**config.mk**
```make
export PLATFORM = sky130hd
export DESIGN_NAME = fetch_unit
export DESIGN_NICKNAME = d
export VERILOG_FILES = /design/src/rtl/fetch_unit.sv
export SDC_FILE = /design/constraint.sdc
export NUM_CORES = 1
export LEC_CHECK = 0
export ABC_AREA = 1
export CAP_MARGIN = 15
export CORE_MARGIN = 4
export CORE_UTILIZATION = 53
export CTS_BUF_LIST = sky130_fd_sc_hd__clkbuf_4
export DETAILED_ROUTE_END_ITERATION = 7
export PLACE_DENSITY_LB_ADDON = 0.1
export SYNTH_ARGS = -nofsm -noshare
export SYNTH_HDL_FRONTEND = slang
export SYNTH_SLANG_ARGS = --single-unit
```
**constraint.sdc**
```tcl
create_clock -name clk -period 4.5 [get_ports clk]
set_clock_uncertainty 0.2 [all_clocks]
set_input_delay 1.35 -clock clk [delete_from_list [all_inputs] [get_ports clk]]
set_output_delay 1.35 -clock clk [all_outputs]
set_load 0.02 [all_outputs]
```
**src/rtl/fetch_unit.sv**
```systemverilog
// -----------------------------------------------------------------------------
// fetch_unit
//
// Program-counter and fetch sequencer that sits in front of an 8-bit
// instruction ROM. It drives the ROM address, examines the returned
// instruction word for HALT, applies relative branches resolved by the
// datapath, and counts retired instructions.
//
// Ports
//   clk           in   system clock, all state updates on the rising edge
//   reset         in   synchronous, active-high reset
//   start_i       in   one-cycle request to begin a program (IDLE/HALTED only)
//   start_addr_i  in   entry address, latched together with start_i
//   inst_i        in   instruction word the ROM returns for pc_o (same cycle)
//   stall_i       in   hold the PC this cycle
//   branch_i      in   taken branch for the instruction at pc_o
//   branch_back_i in   1 = backward (pc - offset), 0 = forward (pc + offset)
//   offset_i      in   unsigned branch distance
//   pc_o          out  ROM address (registered)
//   running_o     out  high while the program is running
//   done_o        out  high once HALT has been fetched
//   retired_o     out  instructions retired since the last accepted start,
//                      saturating at all-ones
// -----------------------------------------------------------------------------
module fetch_unit #(
    parameter int unsigned PC_W    = 8,
    parameter logic [7:0]  HALT_OP = 8'b10001000,
    parameter int unsigned CNT_W   = 16
) (
    input  logic             clk,
    input  logic             reset,
    input  logic             start_i,
    input  logic [PC_W-1:0]  start_addr_i,
    input  logic [7:0]       inst_i,
    input  logic             stall_i,
    input  logic             branch_i,
    input  logic             branch_back_i,
    input  logic [PC_W-1:0]  offset_i,
    output logic [PC_W-1:0]  pc_o,
    output logic             running_o,
    output logic             done_o,
    output logic [CNT_W-1:0] retired_o
);

    typedef enum logic [1:0] {
        S_IDLE   = 2'd0,
        S_RUN    = 2'd1,
        S_HALTED = 2'd2
    } state_t;

    state_t           state_q,   state_d;
    logic [PC_W-1:0]  pc_q,      pc_d;
    logic [CNT_W-1:0] retired_q, retired_d;
    logic             running_q, running_d;
    logic             done_q,    done_d;

    // Saturating increment: the counter sticks at all-ones instead of wrapping.
    logic [CNT_W-1:0] retired_inc;
    assign retired_inc = (retired_q == {CNT_W{1'b1}}) ? retired_q
                                                       : retired_q + CNT_W'(1);

    always_comb begin
        // NOTE: every signal gets a default first so no path leaves it
        // unassigned; otherwise synthesis infers a latch.
        state_d   = state_q;
        pc_d      = pc_q;
        retired_d = retired_q;

        unique case (state_q)
            S_IDLE, S_HALTED: begin
                // inst_i is ignored outside RUN, so a start always wins here.
                if (start_i) begin
                    state_d   = S_RUN;
                    pc_d      = start_addr_i;
                    retired_d = '0;
                end
            end

            S_RUN: begin
                // Priority: halt > stall > branch > sequential increment.
                if (inst_i == HALT_OP) begin
                    // PC freezes on the halt address; the halt itself retires.
                    state_d   = S_HALTED;
                    retired_d = retired_inc;
                end else if (stall_i) begin
                    // Hold everything; a branch under stall is dropped and
                    // must be re-asserted by the datapath.
                end else if (branch_i) begin
                    // Modulo-2^PC_W arithmetic; wrap-around is silent.
                    pc_d      = branch_back_i ? (pc_q - offset_i)
                                              : (pc_q + offset_i);
                    retired_d = retired_inc;
                end else begin
                    pc_d      = pc_q + PC_W'(1);
                    retired_d = retired_inc;
                end
            end

            default: begin
                state_d = S_IDLE;
            end
        endcase

        // Status flags are decoded from the next state so that, once
        // registered, they track state_q exactly and never see raw inputs.
        running_d = (state_d == S_RUN);
        done_d    = (state_d == S_HALTED);
    end

    // NOTE: sequential state uses non-blocking assignments so every flop
    // samples the values from before this edge, independent of statement order.
    always_ff @(posedge clk) begin
        if (reset) begin
            state_q   <= S_IDLE;
            pc_q      <= '0;
            retired_q <= '0;
            running_q <= 1'b0;
            done_q    <= 1'b0;
        end else begin
            state_q   <= state_d;
            pc_q      <= pc_d;
            retired_q <= retired_d;
            running_q <= running_d;
            done_q    <= done_d;
        end
    end

    assign pc_o      = pc_q;
    assign running_o = running_q;
    assign done_o    = done_q;
    assign retired_o = retired_q;

endmodule
```
* Word-level counts from Yosys, hierarchy flattened *
Index checks and enable logic that the tools add are counted.

storage, ports and cells
  register bits after elaboration = 28
  latch bits = 0
  bits in writable memories = 0
  memory bits (read-only) = 0
  input bits = 30
  output and inout port bits = 26
  memories kept = 0

cells by class
  add/sub/neg operators = 4
  multipliers = 0
  div/mod/pow operators = 0
  order comparisons = 0
  equality and inequality tests = 10
  shifts and indexed selects = 0
  mux-type cells = 14
  bitwise operators = 0
  reduce and logical (&&, ||, !) cells = 5

operators by type and width
  kind                                                                   number
  16-bit 2-to-1 mux                                                      4
  8-bit 2-to-1 mux                                                       5
  16-bit case mux with 2 select lines                                    1
  16-bit by 1-bit adder with 16-bit output, second input constant        1
  16-bit equality test, second input constant                            1
  8-bit case mux with 2 select lines                                     1
  8-bit by 1-bit adder with 8-bit output, second input constant          1
  8-bit adder                                                            1
  8-bit equality test, second input constant                             1
  8-bit subtractor                                                       1
  2-bit inequality test, second input constant                           3
  2-bit by 1-bit equality test with 1-bit output, second input constant  2
  2-bit equality test, second input constant                             2
  2-bit 2-to-1 mux                                                       2
  2-bit case mux with 2 select lines                                     1
  4-bit AND reduction                                                    1
  3-bit inequality test, second input constant                           1
  3-bit AND reduction                                                    1
  2-bit zero test                                                        1
  2-bit nonzero test                                                     1
  2-bit OR reduction                                                     1

* Depth between registers and ports, before layout *
Gate-level depths: netlist of the first run.

  depth after elaboration = 6
  depth in mapped cells = 16

* Worst setup path before layout of the first run *
Ideal clock, no wire load.

  kind = input to register
  start = input offset_i[0]
  end = register pc_q[6] (netlist: pc_o[6])
  data arrival time = 2.883 ns
  required time = 4.166 ns
  setup slack = 1.283 ns
  stages = 15
  path buffers = 0
  cells stage by stage = inv_1 > ha_1 > nor2_1 > o21ai_0 > a21oi_1 > ha_1 > nand3_1 > nand2_1 > nand2_1 > nand2_1 > a21oi_1 > xor2_1 > nand2_1 > nand2_1 > a21oi_1

between the ends
  longest elaborated chain between the ends = 6
  elaborated cells on any way between the ends = 7
  classes of those cells = add/sub (2); mux (5)

RTL lines
  item                                             line    text
  from (decl)                                      38      input logic [PC_W-1:0] offset_i,
  8-bit adder or 8-bit subtractor (tied branches)  91, 90
  8-bit 2-to-1 mux *                               90      pc_d = branch_back_i ? (pc_q - offset_i)
  8-bit 2-to-1 mux *                               88      end else if (branch_i) begin
  8-bit 2-to-1 mux *                               85      end else if (stall_i) begin
  8-bit 2-to-1 mux *                               81      if (inst_i == HALT_OP) begin
  8-bit case mux with 2 select lines *             69      unique case (state_q)
  to (signal assigned)                             121     pc_q <= pc_d;
  to (decl)                                        52      logic [PC_W-1:0] pc_q, pc_d;

Every way passes the cells marked *; elsewhere a longest branch is shown, timed or not. The select of a mux whose other input is x is not followed.
A chain may end at the register's enable or synchronous reset.

* Worst setup path in the final report of the first run *
  start = input branch_back_i
  end = register pc_q[6] (netlist: pc_o[6])

between the ends
  longest elaborated chain between the ends = 5

RTL lines
  item                                line  text
  from (decl)                         37    input logic branch_back_i,
  8-bit 2-to-1 mux                    90
  8-bit 2-to-1 mux                    88
  8-bit 2-to-1 mux                    85
  8-bit 2-to-1 mux                    81
  8-bit case mux with 2 select lines  69

Every way passes these cells. The select of a mux whose other input is x is not followed.

==> results.json, run 1 <==
{
  "run_status": "completed",
  "fin_util_pct": 73.5,
  "ys_top_cells_by_count": "nand2_1 (62), a21oi_1 (36), nor2_1 (32)",
  "synth-seq-area-share_pct": 29.3,
  "rsz0062_at_grt": "false",
  "vias": 2013,
  "drt_iter0_markers": 88,
  "die_area_um2": 4640,
  "setup_viol": 0,
  "place.gp.congestion": 0.912,
  "die_w_um": 68.1,
  "row_count": 21,
  "clkTransAtPathRegs_ns": 0.14,
  "synthTopCellsByArea": "dfxtp_1 (29%), nand2_1 (12%), a21oi_1 (9.4%)",
  "cts_setup_buffers": 0,
  "routed_via_density": 5.24,
  "cp_slowest_cell": "clkdlybuf4s50_1",
  "ys.warnings.count": 0,
  "cp.buffers_inverters": 2,
  "cts_tree": "done",
  "syn_inst": 285,
  "hold_ws_ns": 0.306,
  "io_pins": 56,
  "drv_cap": 0,
  "placed_cells": 380,
  "start_util_pct": 56.0,
  "dpl_worst_slack_ns": 0.659,
  "cp_max_fo": 6,
  "grt_usage_pct": 21.3,
  "post-route-min-period_ns": 3.50,
  "synth_top_area_share_pct": 29.3,
  "arrival_ns": 3.53,
  "synth.most_common_cell": "nand2_1",
  "grt_max_degree": 19,
  "dr.pass1.iters": 4,
  "slew_headroom_pct": 73.8,
  "cts_buffers": 3,
  "ys.flop_type": "dfxtp_1",
  "hp-class": "flip-flop to flip-flop",
  "cpPeakStageDelay_ns": 0.44,
  "antenna_left": 0,
  "n_antenna_cell": 0,
  "syn_nets": 325,
  "drive_gt1_share_pct": 4.14,
  "root_buffer": "clkbuf_4",
  "synth-edff-count": 0,
  "finalPower_uw": 583,
  "post-route-drc-count": 0,
  "cp_common_cell": "nand2_1",
  "hold_viol": 0,
  "crit_required_ns": 4.53,
  "powerDensity_nw_per_um2": 232,
  "period_share_pct": 77.8,
  "wirelength_um": 4680,
  "hpwl_um": 3680,
  "clock_latency_ns": 0.34,
  "syn_area_per_cell_um2": 6.72,
  "crit_chain": "clkdlybuf4s50_1 -> inv_1 -> nand2_1 -> o21ai_0 -> a21oi_1 -> ha_1 -> a21oi_1 -> nand2_1 -> nand2_1 -> nand2_1 -> a21oi_1 -> xor2_1 -> nand2_1 -> nand2_1 -> a21oi_1",
  "synth_seq_cells": 28,
  "finalNetCount": 379,
  "grt_first_pass_wirelength_um": 7730,
  "portBuffers": 55,
  "critical_path.top_delay_family": "compound AO/OA/AOI/OAI gates",
  "fmax_ghz": 0.286,
  "finalMaxSlewViolations": 0,
  "grt_pass1_vias": 1757,
  "tns_ns": 0,
  "worstMarginPinSlew_ns": 0.392,
  "ys_types": 33,
  "cp-end-kind": "flip-flop",
  "async_flop_share_pct": 0,
  "coreArea_um2": 3420,
  "fillers": 299,
  "htree_levels": 1,
  "fin_ws_ns": 0.998,
  "yosys.area.top_type": "dfxtp_1",
  "ctsResizeCount": 0,
  "ir_worst_vdd_mv": 0.233,
  "hold_buffers": 0,
  "final_area_um2": 2510,
  "p_leak_nw": 1.01,
  "clk_path_buf_depth": 2,
  "cts_sinks": 28,
  "antenna_found_initial": 0,
  "synthesis.area_um2": 1910,
  "die_h_um": 68.1,
  "worstSetupPathType": "primary input to flip-flop",
  "cp-start-kind": "primary input",
  "grt_overflow": 0,
  "stdcell_count": 384,
  "place_area_um2": 2480,
  "area_delta_synth_final_pct": 31.1,
  "wl_per_cell_um": 12.2
}
## final timing paths
| path | cells after the start | slack (ns) | to | from |
|---|---|---|---|---|
| worst max-delay path | 15 | 1.0 | pc_o[6] | branch_back_i |
| worst min-delay path | 2 | 0.31 | pc_o[6] | pc_o[6] |
| worst max register to register | 10 | 2.33 | pc_o[3] | state_q[1] |
| worst min register to register | 2 | 0.31 | pc_o[6] | pc_o[6] |
## tightest hold or removal path: stages, from the launching register on
cell and delay [ns]:
dfxtp_1 0.36, nand2_1 0.07, a21oi_1 0.05
## logic make-up (layout without fill, tap and decap cells)
family,count (synthesis),count (layout),synth area share (%)
xor gates and xnor gates,13,13,5.95
AOI/OAI and AO/OA,61,61,17.0
adders and majority gates,10,10,6.93
DFF,28,28,29.3
buffers and inverters,35,88,8.17
and+or+nand+nor,138,138,32.7
## registers in the layout (all words and copies together) (netlist names)
signal / cells
pc_o: 8
retired_o: 16
state_q: 2
done_o: 1
running_o: 1
## where the power goes
| part | internal (mW) | total (mW) | switching, mW | leakage, nW |
|---|---|---|---|---|
| registers | 0.262 | 0.274 | 0.0129 | 0.228 |
| clock network | 0.0326 | 0.107 | 0.0749 | 0.0154 |
| logic | 0.0896 | 0.201 | 0.112 | 0.764 |
## final cells by class
class | count | area, um2 | share of cell area, %
Clock inverter | 1 | 3.75 | 0.150
Tap cell | 46 | 57.6 | 2.29
Timing Repair Buffer | 56 | 558 | 22.2
Sequential cell | 28 | 561 | 22.3
Multi-Input combinational cell | 222 | 1200 | 47.7
Inverter | 28 | 110 | 4.39
Clock buffer | 3 | 22.5 | 0.897
## layer usage
metal  part of all wire, %  vias up  track usage (%)
met4                  0.62        0             3.72
met5                     0        -                0
met2                    46       56             35.0
met1                    48      893             29.2
met3                   6.1        4             3.94
li1                      -     1060                -
## cells in the final DEF, fill, tap and decap left out, types with 2 or more instances in the layout
| master | netlist | layout |
|---|---|---|
| clkbuf_4 | 0 | 3 |
| xor2_1 | 8 | 8 |
| ha_1 | 9 | 9 |
| a211oi_1 | 3 | 3 |
| nor2_1 | 32 | 32 |
| nor3_1 | 5 | 5 |
| a31oi_1 | 2 | 2 |
| o21ai_0 | 17 | 17 |
| a21oi_1 | 36 | 36 |
| nor3b_1 | 3 | 3 |
| nand3_1 | 23 | 23 |
| nand2_1 | 62 | 62 |
| xnor2_1 | 5 | 5 |
| a21oi_2 | 2 | 2 |
| nand4_1 | 5 | 5 |
| clkdlybuf4s50_1 | 0 | 55 |
| inv_1 | 25 | 25 |
| dfxtp_1 | 28 | 28 |
| inv_2 | 2 | 2 |
No activity file was read; power rests on OpenSTA's default activity.
==> inputs of run 2 (changes only) <==
--- a/config.mk
+++ b/config.mk
@@ -8,7 +8,7 @@
 export ABC_AREA = 1
 export CAP_MARGIN = 15
 export CORE_MARGIN = 4
-export CORE_UTILIZATION = 53
+export CORE_UTILIZATION = 49
 export CTS_BUF_LIST = sky130_fd_sc_hd__clkbuf_4
 export DETAILED_ROUTE_END_ITERATION = 7
 export PLACE_DENSITY_LB_ADDON = 0.1
==> constraint.sdc (replaced) <==
create_clock -name clk -period 3.43 [get_ports clk]
set_clock_uncertainty 0.2 [all_clocks]
set_input_delay 1.029 -clock clk [delete_from_list [all_inputs] [get_ports clk]]
set_output_delay 1.029 -clock clk [all_outputs]
set_load 0.02 [all_outputs]
==> results.json, run 2 (synthesized netlist as in run 1, its figures left out) <==
{
  "root_buffer": "clkbuf_4",
  "grt_max_degree": 19,
  "cp_common_cell": "nand2_1",
  "cpPeakStageDelay_ns": 0.45,
  "slew_headroom_pct": 72.3,
  "clock_latency_ns": 0.34,
  "arrival_ns": 3.16,
  "period_share_pct": 90.8,
  "worstMarginPinSlew_ns": 0.415,
  "coreArea_um2": 3720,
  "die_h_um": 70.5,
  "cp_slowest_cell": "clkdlybuf4s50_1",
  "powerDensity_nw_per_um2": 330,
  "hp-class": "flip-flop to flip-flop",
  "final_area_um2": 2610,
  "rsz0062_at_grt": "false",
  "io_pins": 56,
  "start_util_pct": 51.5,
  "cts_setup_buffers": 0,
  "finalMaxSlewViolations": 0,
  "hold_buffers": 0,
  "area_delta_synth_final_pct": 36.5,
  "clk_path_buf_depth": 2,
  "layout_common_cells": "nand2_1 (62), clkdlybuf4s50_1 (55), a21oi_1 (36), nor2_1 (32), dfxtp_1 (28)",
  "dr.pass1.iters": 4,
  "crit_chain": "clkdlybuf4s50_1 -> inv_1 -> ha_1 -> nor2_1 -> o21ai_0 -> a21oi_1 -> ha_1 -> nand3_1 -> nand2_1 -> nand2_1 -> nand2_1 -> a21oi_1 -> xor2_1 -> nand2_1 -> nand2_1 -> a21oi_1",
  "n_antenna_cell": 0,
  "portBuffers": 55,
  "fin_util_pct": 70.3,
  "crit_required_ns": 3.48,
  "grt_pass1_vias": 1865,
  "hold_ws_ns": 0.316,
  "hpwl_um": 3730,
  "ir_worst_vdd_mv": 0.178,
  "htree_levels": 1,
  "cts_tree": "done",
  "row_count": 22,
  "post-route-drc-count": 0,
  "place_area_um2": 2560,
  "finalNetCount": 389,
  "grt_overflow": 0,
  "placed_cells": 392,
  "drv_cap": 0,
  "vias": 2050,
  "p_leak_nw": 1.07,
  "worstSetupPathType": "primary input to flip-flop",
  "die_area_um2": 4970,
  "tns_ns": 0,
  "antenna_left": 0,
  "hold_viol": 0,
  "fmax_ghz": 0.321,
  "stdcell_count": 396,
  "antenna_found_initial": 0,
  "drive_gt1_share_pct": 7.18,
  "die_w_um": 70.5,
  "grt_first_pass_wirelength_um": 8080,
  "largest_reg_flops": 16,
  "wirelength_um": 4620,
  "fillers": 329,
  "cp_max_fo": 4,
  "cts_buffers": 3,
  "layout_commonest_cell": "nand2_1",
  "clkTransAtPathRegs_ns": 0.15,
  "setup_viol": 0,
  "routed_via_density": 5.18,
  "drt_iter0_markers": 89,
  "post-route-min-period_ns": 3.11,
  "cp-start-kind": "primary input",
  "run_status": "completed",
  "cts_sinks": 28,
  "grt_usage_pct": 19.3,
  "wl_per_cell_um": 11.7,
  "ctsResizeCount": 0,
  "place.gp.congestion": 0.894,
  "cp-end-kind": "flip-flop"
}
[run 2: worst max-delay path, delay by kind of cell]
| family | cells | cell delay (ns) |
|---|---|---|
| AND/OR/NAND/NOR | 7 | 0.54 |
| buffers and inverters | 2 | 0.51 |
| adder cells (fa/ha/maj) | 2 | 0.50 |
| AO/OA/AOI/OAI | 4 | 0.41 |
| XOR/XNOR | 1 | 0.16 |
[run 2: area by class of cell]
type,count,area (um2),area share (%)
well taps,48,60.1,2.30
multi-input cells,222,1200,45.8
clock inverters,1,30.0,1.15
inverters,28,110,4.21
repair buffers,66,633,24.2
clock buffers,3,22.5,0.862
flip-flops and latches,28,561,21.4
[run 2: routing by layer]
layer / share of wire, % / GRT usage (%)
met1: 47 / 25.8
met2: 46 / 33.0
met3: 5.6 / 2.59
met4: 1.1 / 4.68
met5: 0 / 0
[run 2: power by group]
| group | total, mW | internal [mW] | leakage (nW) | switching (mW) |
|---|---|---|---|---|
| Sequential | 0.361 | 0.343 | 0.228 | 0.0174 |
| Clock | 0.222 | 0.118 | 0.0279 | 0.104 |
| Combinational | 0.279 | 0.131 | 0.813 | 0.148 |
| Total | 0.862 | 0.592 | 1.07 | 0.270 |
[run 2: per-stage QoR]
step / setup WS, ns / total power, mW
after floorplan: 0.534 / 0.536
after global placement: 0.00223 / 0.641
after detailed placement: -0.0605 / 0.647
after CTS: 0.311 / 0.869
after global routing: 0.0628 / 0.911
final: 0.316 / 0.862
[run 2: final timing paths]
check              start  slack, ns  cells after the start  endpoint
min reg2reg      pc_o[6]       0.32                      2   pc_o[6]
max reg2reg   state_q[0]       1.27                      9   pc_o[3]
min              pc_o[6]       0.32                      2   pc_o[6]
max          offset_i[0]       0.32                     16   pc_o[6]
==> inputs of run 3 (changes only) <==
==> constraint.sdc (replaced) <==
create_clock -name clk -period 3.42 [get_ports clk]
set_clock_uncertainty 0.2 [all_clocks]
set_input_delay 1.026 -clock clk [delete_from_list [all_inputs] [get_ports clk]]
set_output_delay 1.026 -clock clk [all_outputs]
set_load 0.02 [all_outputs]
==> results.json, run 3 (synthesized netlist as in run 1, its figures left out) <==
{
  "ir_worst_vdd_mv": 0.197,
  "routed_via_density": 5.22,
  "rsz0062_at_grt": "false",
  "arrival_ns": 3.26,
  "die_w_um": 70.5,
  "dr_wl_met3_um": 323,
  "clock_latency_ns": 0.34,
  "die_h_um": 70.5,
  "htree_levels": 1,
  "antenna_found_initial": 0,
  "cp.buffers_inverters": 3,
  "powerDensity_nw_per_um2": 330,
  "drt-met1-wl_um": 2150,
  "crit_required_ns": 3.45,
  "cp-end-kind": "flip-flop",
  "io_pins": 56,
  "post-route-drc-count": 0,
  "portBuffers": 55,
  "hpwl_um": 3700,
  "ctsResizeCount": 0,
  "worstMarginPinSlew_ns": 0.421,
  "finalNetCount": 391,
  "vias": 2076,
  "cp-start-kind": "primary input",
  "cts_tree": "done",
  "crit_chain": "clkdlybuf4s50_1 -> inv_1 -> ha_1 -> nor2_1 -> o21ai_0 -> a21oi_1 -> ha_1 -> a21oi_1 -> nand2_1 -> buf_4 -> xnor2_1 -> a21oi_1 -> a21oi_1 -> nor2_1",
  "setup_viol": 0,
  "period_share_pct": 94.3,
  "layout_common_cells": "nand2_1 (62), clkdlybuf4s50_1 (55), a21oi_1 (36), nor2_1 (32), dfxtp_1 (28)",
  "die_area_um2": 4970,
  "dr.pass1.iters": 4,
  "grt_max_degree": 19,
  "cp_slowest_cell": "clkdlybuf4s50_1",
  "finalMaxSlewViolations": 0,
  "area_delta_synth_final_pct": 37.3,
  "wl_met2_um": 2140,
  "row_count": 22,
  "drive_gt1_share_pct": 7.71,
  "post-route-min-period_ns": 3.23,
  "hold_viol": 0,
  "antenna_left": 0,
  "coreArea_um2": 3720,
  "clkTransAtPathRegs_ns": 0.14,
  "tns_ns": 0,
  "cpPeakStageDelay_ns": 0.45,
  "hp-class": "flip-flop to flip-flop",
  "cts_sinks": 28,
  "slew_headroom_pct": 71.9,
  "layout_commonest_cell": "nand2_1",
  "drt_iter0_markers": 140,
  "start_util_pct": 51.5,
  "placed_cells": 393,
  "fillers": 326,
  "cp_common_cell": "a21oi_1",
  "largest_reg_flops": 16,
  "clk_path_buf_depth": 2,
  "cts_buffers": 3,
  "fmax_ghz": 0.310,
  "grt_overflow": 0,
  "grt_pass1_vias": 1839,
  "grt_usage_pct": 19.1,
  "critical_path.top_delay_family": "buffers and inverters",
  "place.gp.congestion": 0.890,
  "run_status": "completed",
  "drv_cap": 0,
  "hold_ws_ns": 0.313,
  "top_layer_used": "met4",
  "cp_max_fo": 4,
  "wl_per_cell_um": 11.7,
  "worstSetupPathType": "primary input to flip-flop",
  "root_buffer": "clkbuf_4",
  "stdcell_count": 398,
  "n_antenna_cell": 0,
  "wirelength_um": 4670,
  "grt_first_pass_wirelength_um": 8000,
  "p_leak_nw": 1.08
}
==> run 3: through the flow <==
step / area (um2) / power (mW) / util [%] / setup slack [ns]
2_1_floorplan: 1910 / 0.537 / - / 0.527
3_3_place_gp: 2570 / 0.646 / 69.1 / -0.00322
3_5_place_dp: 2570 / 0.652 / 69.1 / -0.106
4_1_cts: 2620 / 0.871 / 70.5 / 0.257
5_1_grt: 2630 / 0.917 / 70.7 / 0.00296
6_report: 2630 / 0.868 / 70.7 / 0.194
==> run 3: worst paths after layout <==
kind	cells past startpoint	startpoint	slack [ns]	endpoint
max	14	offset_i[0]	0.19	pc_o[3]
max reg2reg	10	state_q[1]	1.25	pc_o[3]
min	2	pc_o[6]	0.31	pc_o[6]
min reg2reg	2	pc_o[6]	0.31	pc_o[6]
==> run 3: layout make-up <==
cell class                 count  area, um2  area share [%]
timing repair buffer          68        648            24.7
multi-input combinational    222       1200            45.5
clock buffer                   3       22.5           0.857
inverter                      28        110            4.19
clock inverter                 1       30.0            1.14
tap                           48       60.1            2.28
sequential                    28        561            21.3
==> run 3: tightest hold or removal path: cells and delay by family, from the launching register on <==
kind             cells  cell delay, ns
AO/OA/AOI/OAI        1            0.05
AND/OR/NAND/NOR      1            0.07
flip-flops           1            0.36
==> run 3: report_power, final <==
part           leakage, nW  total (mW)  switching [mW]  internal (mW)
combinational        0.823       0.286           0.150          0.136
clock               0.0279       0.219           0.101          0.119
sequential           0.228       0.362          0.0180          0.344
==> run 3: timing repair <==
item,in CTS,in global routing
setup buffers,0,1
endpoints found under the setup margin,0,1
hold buffers,0,0
==> run 3: routing by layer <==
metal | vias up | track usage (%)
met3 | 7 | 3.02
met2 | 70 | 32.1
met4 | 0 | 4.04
li1 | 1082 | -
met1 | 917 | 25.9
met5 | - | 0
